<file path="config.mk">
export PLATFORM = sky130hd
export DESIGN_NAME = multi_clock_divider
export DESIGN_NICKNAME = d
export VERILOG_FILES = /design/src/rtl/multi_clock_divider.sv
export SDC_FILE = /design/constraint.sdc
export NUM_CORES = 2
export LEC_CHECK = 0
export CORE_MARGIN = 2
export CORE_UTILIZATION = 50
export DETAILED_ROUTE_END_ITERATION = 16
export GPL_ROUTABILITY_DRIVEN = 0
export PLACE_DENSITY = 0.67
export SYNTH_ARGS = -nofsm -noshare
export SYNTH_HDL_FRONTEND = slang
export SYNTH_SLANG_ARGS = --single-unit
</file>
<file path="constraint.sdc">
create_clock -name clkIn -period 6.35 [get_ports clkIn]
set_input_delay 1.27 -clock clkIn [delete_from_list [all_inputs] [get_ports clkIn]]
set_output_delay 1.27 -clock clkIn [all_outputs]
set_load 0.05 [all_outputs]
</file>
<file path="src/rtl/multi_clock_divider.sv">
// multi_clock_divider
//   Multi-channel runtime-programmable clock/tick generator. Each of NUM_CH
//   channels divides clkIn by its own divisor D. It produces a near-50% square
//   wave (high for ceil(D/2) cycles) and a one-cycle tick at the start of every
//   period. A divisor written to an enabled channel is held in a shadow register
//   and applied at the next wrap edge, so period changes are glitch-free.
//   syncAll restarts every enabled channel in phase.
// Ports:
//   clkIn    in   1        sole clock, rising edge
//   resetN   in   1        synchronous active-low reset
//   wrEn     in   1        divisor write strobe
//   wrCh     in   CH_BITS  channel index for the write (>= NUM_CH is ignored)
//   wrDiv    in   WIDTH    new divisor (0 = disable, 1 = constant high)
//   syncAll  in   1        restart all enabled channels at a wrap edge
//   clkOut   out  NUM_CH   registered divided clock per channel
//   tick     out  NUM_CH   registered start-of-period strobe per channel
//   pending  out  NUM_CH   shadow divisor waiting for a period boundary
module multi_clock_divider #(
  parameter int NUM_CH      = 4,
  parameter int WIDTH       = 26,
  parameter int DEFAULT_DIV = 50_000_000,
  localparam int CH_BITS    = (NUM_CH > 1) ? $clog2(NUM_CH) : 1
) (
  input  logic               clkIn,
  input  logic               resetN,
  input  logic               wrEn,
  input  logic [CH_BITS-1:0] wrCh,
  input  logic [WIDTH-1:0]   wrDiv,
  input  logic               syncAll,
  output logic [NUM_CH-1:0]  clkOut,
  output logic [NUM_CH-1:0]  tick,
  output logic [NUM_CH-1:0]  pending
);

  localparam logic [WIDTH-1:0] DEF_DIV = WIDTH'(DEFAULT_DIV);
  localparam logic [WIDTH-1:0] ZERO    = {WIDTH{1'b0}};
  localparam logic [WIDTH-1:0] ONE     = {{(WIDTH-1){1'b0}}, 1'b1};

  // Counter value that makes the next edge a wrap edge.
  function automatic logic [WIDTH-1:0] preWrap(input logic [WIDTH-1:0] d);
    logic [WIDTH-1:0] r;
    if (d <= ONE) r = ZERO;
    else          r = d - ONE;
    return r;
  endfunction

  // High-phase length ceil(d/2).
  function automatic logic [WIDTH-1:0] hiOf(input logic [WIDTH-1:0] d);
    return d - (d >> 1);
  endfunction

  logic wrValid;
  assign wrValid = wrEn && (int'(wrCh) < NUM_CH);

  for (genvar i = 0; i < NUM_CH; i++) begin : gCh
    logic [WIDTH-1:0] divR, shadowR, cntR;
    logic             pendR, clkR, tickR;
    logic [WIDTH-1:0] divN, shadowN, cntN;
    logic             pendN, clkN, tickN;
    logic             chWr;

    assign chWr = wrValid && (wrCh == CH_BITS'(i));

    // Next-state for one channel: sync restart, disabled load, or normal count.
    always_comb begin
      divN    = divR;
      shadowN = shadowR;
      pendN   = pendR;
      cntN    = cntR;
      clkN    = 1'b0;
      tickN   = 1'b0;
      if (syncAll) begin
        // A same-edge write beats any older shadow value.
        if (chWr)       divN = wrDiv;
        else if (pendR) divN = shadowR;
        else            divN = divR;
        pendN = 1'b0;
        cntN  = ZERO;
        if (divN != ZERO) begin
          tickN = 1'b1;
          clkN  = 1'b1;
        end else begin
          tickN = 1'b0;
          clkN  = 1'b0;
        end
      end else if (divR == ZERO) begin
        // Disabled: a write loads directly and arms a wrap on the next edge;
        // outputs stay low for this edge.
        if (chWr) begin
          divN = wrDiv;
          cntN = preWrap(wrDiv);
        end else begin
          cntN = ZERO;
        end
      end else begin
        if (cntR >= divR - ONE) begin
          // Wrap edge: the shadow divisor takes over here.
          if (pendR) divN = shadowR;
          else       divN = divR;
          pendN = 1'b0;
          cntN  = ZERO;
          if (divN != ZERO) begin
            tickN = 1'b1;
            clkN  = 1'b1;
          end else begin
            tickN = 1'b0;
            clkN  = 1'b0;
          end
        end else begin
          cntN  = cntR + ONE;
          clkN  = (cntN < hiOf(divR));
          tickN = 1'b0;
        end
        // A write here lands in the shadow and waits for the following wrap.
        if (chWr) begin
          shadowN = wrDiv;
          pendN   = 1'b1;
        end else begin
          shadowN = shadowN;
        end
      end
    end

    // Channel state and registered outputs with synchronous reset.
    always_ff @(posedge clkIn) begin
      if (!resetN) begin
        divR    <= DEF_DIV;
        shadowR <= DEF_DIV;
        pendR   <= 1'b0;
        cntR    <= preWrap(DEF_DIV);
        clkR    <= 1'b0;
        tickR   <= 1'b0;
      end else begin
        divR    <= divN;
        shadowR <= shadowN;
        pendR   <= pendN;
        cntR    <= cntN;
        clkR    <= clkN;
        tickR   <= tickN;
      end
    end

    assign clkOut[i]  = clkR;
    assign tick[i]    = tickR;
    assign pending[i] = pendR;
  end

endmodule

</file>
==> impl_metrics.yaml <==
logic_synthesis:
  yosysTopAreaCellShare_pct: 22.3
  ys_seq_area_share_pct: 22.3
  postSynthAreaPerCell_um2: 7.98
  async_flop_share_pct: 0
  synth_area_um2: 29100
  synth_fp_nets: 4137
  synthDistinctLibCells: 82
  ys.flop_type: "dfxtp_1"
  synth_most_common_cell: "ha_1"
  synth_area_leader_cell: "dfxtp_1"
  synthTopCellsByArea: "dfxtp_1 22%, ha_1 20%, xnor2_1 6.8%, nand2_1 4.9%, a21oi_1 3.7%"
  ys_warn_count: 0
  ys_ff_latch: 324
  synthCells: 3640
  synth_enable_flop_cells: 0
  synthTopCellsByCount: "461 x ha_1, 377 x nand2_1, 324 x dfxtp_1"
grt:
  grt_max_degree: 80
  gr-usage-met1_pct: 41.8
  antenna_found_initial: 1
  grt_use_met3_pct: 4.72
  grt_util_all_layers_pct: 30.4
  grtUsageMet2_pct: 46.2
  grt.overflow.total: 0
  grt_pass1_vias: 24900
  grt_pass1_wl_um: 144000
  grt.busiest_layer: "met2"
worst_setup_path:
  cp_data_required_time_ns: 6.75
  crit_arrival_ns: 5.91
  path_cells: "inv_1 > ha_1 > nor2b_1 > o211ai_1 > a21boi_0 > o21ai_0 > a21boi_0 > a41o_1 > nand3_1 > xnor2_1 > ha_1 > a21o_1 > a21o_1 > a221oi_1 > o21ai_0 > o21ai_0 > o21ai_1 > nor2_1 > buf_4 > o221ai_1"
  critPathLaunch: "gCh[0].divR[2]"
  path_common_cell: "o21ai_0"
  cpMaxStageDelayCell: "nor2_1"
  worstPathMaxFanout: 10
  critPathLaunchType: "register"
  cp-end-kind: "register"
  crit_type: "reg2reg"
  max_stage_delay_ns: 0.58
  r2r-start: "gCh[0].divR[2]"
route:
  wire_per_inst_um: 21.1
  drt-total-wl_um: 92800
  route.detailed.drc: 0
  ant_nets: 0
  viasPerCell: 6.08
  vias: 26800
  drt_pass1_iterations: 6
  drt_iter0_drc: 2597
clock_network:
  clkSlewWorstSetupHoldPaths_ns: 0.06
  cts_sinks: 324
  root_buffer: "clkbuf_16"
  cts_resized: 0
  post-cts-setup-buffers: 0
  cts_max_level: 2
  cts_tree: "yes"
  cts_buffers: 38
  clk_path_buf_depth: 3
  hold_buffers: 0
  insertion_delay_ns: 0.59
final_layout:
  layout.nets: 4108
  n_fill_cell: 5419
  multi_input_comb_area_um2: 20900
  regArea_um2: 6490
  drive_gt1_share_pct: 5.27
  n_antenna_cell: 0
  syn_to_final_growth_pct: 8.73
sta:
  clock.fmax_mhz: 182
  whs_ns: 0.455
  setup_viol: 0
  min_period_ns: 5.51
  slew_violations: 0
  fin_crit_sh_pct: 86.7
  max_slew_margin_pct: 17.1
  finalSetupTns_ns: 0
  skew_ns: 0.0274
  tightestPinTransition_ns: 1.24
  hold_violations: 0
  rsz0062_at_grt: "false"
power_and_ir_drop:
  total_leakage_power_uw: 0.0137
  vdd_drop_max_mv: 0.208
  power_density_nw_per_um2: 248
floorplanning:
  initial_core_util_pct: 50.5
  ios: 44
  fp.coreArea_um2: 57600
  die_area_um2: 60100
  num_rows: 88
  die_w_um: 245
  die_h_um: 245
hold_path:
  hp-class: "reg2reg"
  hold_path_startpoint: "gCh[3].shadowR[2]"
placement:
  io_buffers: 43
  dp_hpwl_um: 70300
outcome:
  status: "finished, final reports clean"
flow_run:
  drv_cap: 0
## flip-flops by register name, indices dropped and copies added, names as in the netlist
signal       count
gCh.cntR       104
gCh.divR       104
gCh.shadowR    104
gCh.clkR         4
gCh.pendR        4
gCh.tickR        4
## cell type report
class	instances	area share (%)
Timing Repair Buffer	111	2.97
Clock buffer	49	3.37
Tap cell	765	3.03
Sequential cell	324	20.5
Clock inverter	20	0.946
Inverter	253	3.01
Multi-Input combinational cell	2883	66.2
## critical path, delay by kind of cell (launching register included)
| kind | cells | cell delay (ns) |
|---|---|---|
| adders and majority gates | 2 | 0.47 |
| buffers and inverters | 2 | 0.48 |
| AOI/OAI and AO/OA | 12 | 2.98 |
| and+or+nand+nor | 3 | 0.92 |
| DFF | 1 | 0.36 |
| xor gates and xnor gates | 1 | 0.14 |
## where the power goes
group,total [µW],internal (µW),leakage (µW),switching (µW)
sequential,2360,2170,0.00266,187
clock,2420,1450,0.000671,974
combinational,3050,1260,0.0103,1790
total,7830,4880,0.0137,2960
## metal layers
layer	vias to the layer above	share of wire, %
met1	12400	44
met3	241	8.1
met4	0	5.3
met2	1013	42
met5	-	0
li1	13100	-
## cell families (layout without fill, tap and decap cells)
kind of cell	count (synthesis)	after routing	synth area share [%]
simple gates	1135	1135	19.0
flops	324	324	22.3
mux	54	54	1.86
buf+inv	433	433	5.86
compound gates	935	935	22.0
xor+xnor	294	294	8.86
fa+ha+maj	465	465	20.1
## final timing paths
kind	end	slack [ns]	cells after the start
hold reg to reg	gCh[3].shadowR[2]	0.46	2
hold / removal	gCh[3].shadowR[2]	0.46	2
setup / recovery	gCh[0].divR[7]	0.84	20
setup reg to reg	gCh[0].divR[7]	0.84	20
## stage by stage
stage / utilization (%) / power, µW / worst slack [ns] / instances / instance area, µm²
after floorplan: - / 4580 / 1.84 / 3640 / 29100
after global placement: 52.5 / 5360 / 1.06 / 4336 / 30200
after detailed placement: 52.5 / 5390 / 0.957 / 4336 / 30200
after CTS: 54.9 / 7800 / 0.891 / 4405 / 31600
after global routing: 54.9 / 8310 / 0.394 / 4405 / 31600
final: 54.9 / 7830 / 0.844 / 4405 / 31600
## cells in the final DEF (no fill, tap or decap), drive strengths merged, types with 49 or more instances in the layout
cell	instances
nor2	225
nand3	142
dfxtp	324
nand2	378
nor4	51
clkbuf	49
ha	461
o21ai	162
nor3	54
nand4	73
inv	259
mux2i	54
xor2	70
a21o	62
xnor2	224
a22oi	66
a21oi	217
buf	69
No activity file was read; power rests on OpenSTA's default activity.
